--- src/rtl/psram_pkg.sv ---
// psram_pkg: shared constants, FSM states and byte-swap helper for psram_quad_xfer.
package psram_pkg;
   localparam logic [7:0] CMD_QREAD = 8'hEB;
   localparam logic [7:0] CMD_QWRITE = 8'h38;
   localparam int CMD_CYCLES = 8;
   localparam int ADDR_CYCLES = 6;
   localparam int DUMMY_CYCLES = 6;
   typedef enum logic [2:0] {IDLE, CMD, ADDR, DUMMY, RDATA, WDATA, STOP, GAP} state_t;
   function automatic logic [31:0] bswap(input logic [31:0] x);
      return {x[7:0], x[15:8], x[23:16], x[31:24]};
   endfunction
endpackage

--- src/rtl/psram_nibble_shifter.sv ---
// psram_nibble_shifter: loadable 32-bit shifter, 1 or 4 bits out per step, 4 bits in per sample.
module psram_nibble_shifter (
   input  logic        clk,
   input  logic        rst,
   input  logic        load,
   input  logic [31:0] load_val,
   input  logic        shift1,
   input  logic        shift4,
   input  logic        shin,
   input  logic [3:0]  din,
   output logic [31:0] q
);
   always_ff @(posedge clk)
      if (rst) q <= '0;
      else if (load) q <= load_val;
      else if (shift1) q <= {q[30:0], 1'b0};
      else if (shift4) q <= {q[27:0], 4'h0};
      else if (shin) q <= {q[27:0], din};
endmodule

--- src/rtl/psram_quad_xfer.sv ---
// psram_quad_xfer: Quad-I/O PSRAM burst engine (0xEB quad read / 0x38 quad write, 1-4 bytes).
// Define PSRAM_XFER_CE_GAP_EN to hold ce_n high for CE_GAP extra cycles before done.
module psram_quad_xfer import psram_pkg::*; #(
   parameter int CE_GAP = 2
) (
   input  logic        clk,
   input  logic        rst,
   input  logic        start,
   input  logic        wr,
   input  logic [23:0] addr,
   input  logic [1:0]  size,
   input  logic [31:0] wdata,
   output logic [31:0] rdata,
   output logic        busy,
   output logic        done,
   output logic        sck,
   output logic        ce_n,
   output logic [3:0]  dout,
   output logic [3:0]  douten,
   input  logic [3:0]  din
);
`ifdef PSRAM_XFER_CE_GAP_EN
   localparam bit GAP_EN = 1'b1;
`else
   localparam bit GAP_EN = 1'b0;
`endif
   state_t state, nxt;
   logic ph, active, sck_end, accept, load, shift1, shift4, shin, wr_r;
   logic [2:0] cnt, last;
   logic [1:0] size_r;
   logic [7:0] gcnt;
   logic [23:0] addr_r;
   logic [31:0] wdata_r, q, load_val;
   assign active = state inside {CMD, ADDR, DUMMY, RDATA, WDATA};
   assign last = state == CMD ? 3'(CMD_CYCLES - 1) : state == DUMMY ? 3'(DUMMY_CYCLES - 1) :
                 (state == RDATA || state == WDATA) ? {size_r, 1'b1} : 3'(ADDR_CYCLES - 1);
   assign sck_end = ph && cnt == last;
   assign done = GAP_EN ? state == GAP && gcnt == 8'(CE_GAP - 1) : state == STOP;
   assign busy = state != IDLE && !done;
   assign accept = start && !busy;
   assign ce_n = !active;
   assign sck = ph;
   assign douten = state == CMD ? 4'b0001 : (state == ADDR || state == WDATA) ? 4'b1111 : 4'b0000;
   assign dout = state == CMD ? {3'b000, q[31]} : (state == ADDR || state == WDATA) ? q[31:28] : 4'b0000;
   // Shifting happens at the end of the high phase so dout only moves while sck is low.
   assign load = accept || (sck_end && (state == CMD || (state == ADDR && wr_r)));
   assign load_val = accept ? {wr ? CMD_QWRITE : CMD_QREAD, 24'h0} : state == CMD ? {addr_r, 8'h00} : bswap(wdata_r);
   assign shift1 = ph && state == CMD;
   assign shift4 = ph && (state == ADDR || state == WDATA);
   assign shin = !ph && state == RDATA;
   psram_nibble_shifter u_shift (
      .clk(clk), .rst(rst), .load(load), .load_val(load_val),
      .shift1(shift1), .shift4(shift4), .shin(shin), .din(din), .q(q)
   );
   always_comb begin
      nxt = state;
      if (accept) nxt = CMD;
      else if (state == STOP) nxt = GAP_EN ? GAP : IDLE;
      else if (done) nxt = IDLE;
      else if (sck_end)
         case (state)
            CMD: nxt = ADDR;
            ADDR: nxt = wr_r ? WDATA : DUMMY;
            DUMMY: nxt = RDATA;
            default: nxt = STOP;
         endcase
   end
   always_ff @(posedge clk)
      if (rst) begin
         state <= IDLE;
         ph <= 1'b0;
         cnt <= '0;
         gcnt <= '0;
         rdata <= '0;
         wr_r <= 1'b0;
         size_r <= '0;
         addr_r <= '0;
         wdata_r <= '0;
      end else begin
         state <= nxt;
         ph <= active && !ph;
         cnt <= (accept || sck_end) ? 3'd0 : cnt + 3'(ph);
         gcnt <= state == GAP ? gcnt + 8'd1 : 8'd0;
         if (accept) begin
            wr_r <= wr;
            size_r <= size;
            addr_r <= addr;
            wdata_r <= wdata;
            rdata <= '0;
         end
         // Bytes arrive first-byte-first in q's low 8N bits; left-align then swap to byte lanes.
         if (state == RDATA && sck_end) rdata <= bswap(q << {~size_r, 3'b000});
      end
endmodule

--- config.mk ---
export PLATFORM = sky130hd
export DESIGN_NAME = psram_quad_xfer
export DESIGN_NICKNAME = d
export VERILOG_FILES = /design/src/rtl/psram_pkg.sv /design/src/rtl/psram_nibble_shifter.sv /design/src/rtl/psram_quad_xfer.sv
export SDC_FILE = /design/constraint.sdc
export NUM_CORES = 1
export LEC_CHECK = 0
export CAP_MARGIN = 20
export CORE_AREA = 2 2 106 149
export CTS_BUF_LIST = sky130_fd_sc_hd__clkbuf_8
export CTS_CLUSTER_SIZE = 24
export DETAILED_ROUTE_END_ITERATION = 8
export DIE_AREA = 0 0 108 151
export PLACE_DENSITY = 0.66
export SETUP_SLACK_MARGIN = 0.5
export SLEW_MARGIN = 5
export SYNTH_ARGS = -nofsm -noshare
export SYNTH_HDL_FRONTEND = slang
export SYNTH_HIERARCHICAL = 1
export SYNTH_SLANG_ARGS = --single-unit
--- constraint.sdc ---
create_clock -name clk -period 7.5 [get_ports clk]
set_input_delay 1.5 -clock clk [delete_from_list [all_inputs] [get_ports clk]]
set_output_delay 1.5 -clock clk [all_outputs]
set_load 0.05 [all_outputs]
==> flow_metrics.env <==
export IMPL_nNetsFinal=893
export IMPL_min_path_type="reg2reg"
export IMPL_postCtsSetupBuffers=0
export IMPL_post_route_minimum_period_ps=4290
export IMPL_fill_cells=1400
export IMPL_slew_limit_headroom_pct=33.5
export IMPL_clk_pin_slew_ps=80
export IMPL_routed_wl_met3_um=629
export IMPL_clock_path_buffers=2
export IMPL_critical_path_required_ps=6000
export IMPL_syn_num_nets=823
export IMPL_timing_critical_path_slowest_cell_delay_ps=810
export IMPL_yosys_warnings=6
export IMPL_register_area_um2=2600
export IMPL_crit_path_end_kind="primary output"
export IMPL_synth_area_um2=6640
export IMPL_placeableCoreArea_um2=14900
export IMPL_final_core_utilization_pct=55.0
export IMPL_synthesis_area_per_instance_um2=8.79
export IMPL_routed_wirelength_um=17400
export IMPL_grt_pass1_wl_um=27700
export IMPL_synth_top_cell_area_share_pct=39.2
export IMPL_startpoint_type="flip-flop"
export IMPL_initial_utilization_pct=44.5
export IMPL_synth_distinct_cells=50
export IMPL_tritoncts="yes"
export IMPL_worst_setup_path_type="reg2out"
export IMPL_avgRoutedWirePerCell_um=16.9
export IMPL_cp_top_family="buffers and inverters"
export IMPL_rsz0062_at_grt="no"
export IMPL_vdd_ir_drop_max_mv=0.107
export IMPL_portBuffers=109
export IMPL_detailroute_wirelength_met2_um=8720
export IMPL_static_power_due_to_leakage_nw=3.22
export IMPL_pin_count_of_the_biggest_net_entering_global_routing=104
export IMPL_run_status="finished clean"
export IMPL_synth_area_top_cells="sky130_fd_sc_hd__dfxtp_1 39%, sky130_fd_sc_hd__mux2_2 10%, sky130_fd_sc_hd__nand2_1 10%, sky130_fd_sc_hd__a21oi_1 6.0%, sky130_fd_sc_hd__mux2i_1 4.1%"
export IMPL_dieWidth_um=108
export IMPL_synthArstFlopShare_pct=0
export IMPL_synth_most_common_cell="sky130_fd_sc_hd__nand2_1"
export IMPL_commonest_cells_post_synth="176 x sky130_fd_sc_hd__nand2_1, 130 x sky130_fd_sc_hd__dfxtp_1, 80 x sky130_fd_sc_hd__a21oi_1"
export IMPL_clock_fmax_mhz=233
export IMPL_hpwlAfterDp_um=11800
export IMPL_timing_critical_path_fanout_max=25
export IMPL_die_h_um=151
export IMPL_number_of_enable_type_register_cells_in_the_synthesized_netlist=0
export IMPL_via_per_inst=5.59
export IMPL_detail_route_drc_violations=0
export IMPL_layout_worst_path_cycle_share_pct=57.2
export IMPL_wl_met1_um=7490
export IMPL_setup_viol=0
export IMPL_power_per_cell_area_nw_per_um2=193
export IMPL_numCtsBuffers=17
export IMPL_worst_path_max_delay_cell="sky130_fd_sc_hd__clkdlybuf4s50_1"
export IMPL_iteration_0_drc_count_of_the_detailed_router=319
export IMPL_cp_data_arrival_time_ps=2790
export IMPL_gp_congestion=0.887
export IMPL_cts_htree_levels=4
export IMPL_antennaDiodeCount=0
export IMPL_multiInputGateArea_um2=3690
export IMPL_synth_top_area_cell="sky130_fd_sc_hd__dfxtp_1"
export IMPL_ff2ff_setup_slack_ps=3770
export IMPL_clock_sinks=130
export IMPL_synthFlopType="sky130_fd_sc_hd__dfxtp_1"
export IMPL_top_level_ports=110
export IMPL_ys_ff_latch=130
export IMPL_clock_latency_ps=430
export IMPL_first_pass_iters=5
export IMPL_synth_seq_area_share_pct=39.2
export IMPL_finalClockSkew_ps=10.3
export IMPL_grt_antenna_before_repair=0
export IMPL_slew_viol_final=0
export IMPL_worst_slew_pin_transition_ps=997
export IMPL_ctsRootBufferMaster="sky130_fd_sc_hd__clkbuf_8"
export IMPL_critical_path_n_buffers_inverters=3
export IMPL_track_usage_pct=21.6
export IMPL_cp_cell_sequence="clkinv_1, nor3_2, buf_4, a22o_1, clkdlybuf4s50_1"
export IMPL_via_count=5751
export IMPL_grt_pass1_vias=5452
export IMPL_die_ar_um2=16300
export IMPL_share_of_post_route_cells_with_drive_strength_above_1_pct=16.5
export IMPL_grt_overflow=0
export IMPL_cts_hold_buffers_added=0
export IMPL_fp_row_count=53
export IMPL_setup_tns_final_ps=0
export IMPL_area_growth_pct=23.8
export IMPL_drt_antenna_violating_nets=0
export IMPL_timing_final_hold_violations=0
export IMPL_post_cts_resized=0
export IMPL_cap_viol_max_count=0
export IMPL_postSynthCellCount=755
export IMPL_top_layer_used="met4"
==> area by class of cell <==
| class | instances | share of cell area (%) |
|---|---|---|
| Clock inverter | 10 | 1.90 |
| Multi-Input combinational cell | 550 | 44.9 |
| Timing Repair Buffer | 123 | 14.9 |
| Clock buffer | 21 | 3.52 |
| Sequential cell | 130 | 31.7 |
| Inverter | 3 | 0.137 |
| Tap cell | 192 | 2.93 |
==> routing by layer <==
metal	vias to the layer above	GRT usage (%)
li1	2795	-
met1	2772	26.3
met2	152	36.9
met3	32	4.00
met4	0	9.42
met5	-	0
==> registers in the layout (all words and copies together) (netlist names) <==
name,cells
addr_r,24
cnt,3
rdata,32
sck,1
size_r,2
state,3
u_shift/q,32
wdata_r,32
wr_r,1
==> worst register-to-register path, delay by kind of cell, from the launching register on <==
kind	cells	cell delay, ps
compound gates	4	1460
buf+inv	2	670
flops	1	690
mux	1	360
simple gates	2	430
==> cells in the final DEF, fill, tap and decap left out, types with 8 or more instances in the layout <==
master,instances
sky130_fd_sc_hd__a22o_1,26
sky130_fd_sc_hd__a211o_1,11
sky130_fd_sc_hd__and3_1,13
sky130_fd_sc_hd__nand2_1,176
sky130_fd_sc_hd__a21oi_1,80
sky130_fd_sc_hd__buf_4,12
sky130_fd_sc_hd__nor3b_1,9
sky130_fd_sc_hd__mux2_2,60
sky130_fd_sc_hd__clkdlybuf4s50_1,108
sky130_fd_sc_hd__dfxtp_1,130
sky130_fd_sc_hd__a31o_2,8
sky130_fd_sc_hd__a22oi_1,8
sky130_fd_sc_hd__nor2b_1,8
sky130_fd_sc_hd__mux2_4,15
sky130_fd_sc_hd__clkbuf_8,21
sky130_fd_sc_hd__nor2_1,20
sky130_fd_sc_hd__nand3b_1,17
sky130_fd_sc_hd__nand2b_1,9
sky130_fd_sc_hd__mux2i_1,27
sky130_fd_sc_hd__o2111a_1,8
==> path summary, 6_finish.rpt <==
| kind | from | endpoint | cells past startpoint |
|---|---|---|---|
| max | state[0]$_SDFFE_PP0P_ | dout[0] | 5 |
| min | wdata_r[29]$_SDFFE_PP0P_ | wdata_r[29]$_SDFFE_PP0P_ | 2 |
| max reg2reg | state[2]$_SDFFE_PP0P_ | u_shift/q[13]$_SDFFE_PP0P_ | 9 |
| min reg2reg | wdata_r[29]$_SDFFE_PP0P_ | wdata_r[29]$_SDFFE_PP0P_ | 2 |
==> through the flow <==
stage / cells / hold WS [ps] / setup slack [ps] / instance area [µm²] / total power, mW
after floorplan: 755 / 432 / 3950 / 6640 / 0.862
after global placement: 994 / 441 / 2760 / 7700 / 0.927
after detailed placement: 994 / 443 / 2680 / 7700 / 0.930
after CTS: 1025 / 453 / 3110 / 8150 / 1.59
after global routing: 1029 / 475 / 3070 / 8210 / 1.64
final: 1029 / 452 / 3210 / 8210 / 1.58
==> logic make-up (layout without fill, tap and decap cells) <==
group	Yosys count	count (layout)	synth area share (%)
and+or+nand+nor	273	273	19.1
AOI/OAI and AO/OA	171	171	17.9
DFF	130	130	39.2
muxes	102	102	17.6
buffers and inverters	75	157	5.49
adders and majority gates	2	2	0.377
xor gates and xnor gates	2	2	0.264
==> report_power, final <==
group | internal [mW] | total (mW) | switching (mW)
logic | 0.0846 | 0.185 | 0.100
clock network | 0.394 | 0.666 | 0.272
registers | 0.713 | 0.733 | 0.0194
total | 1.19 | 1.58 | 0.392
Power figures use the tool's default switching activity.
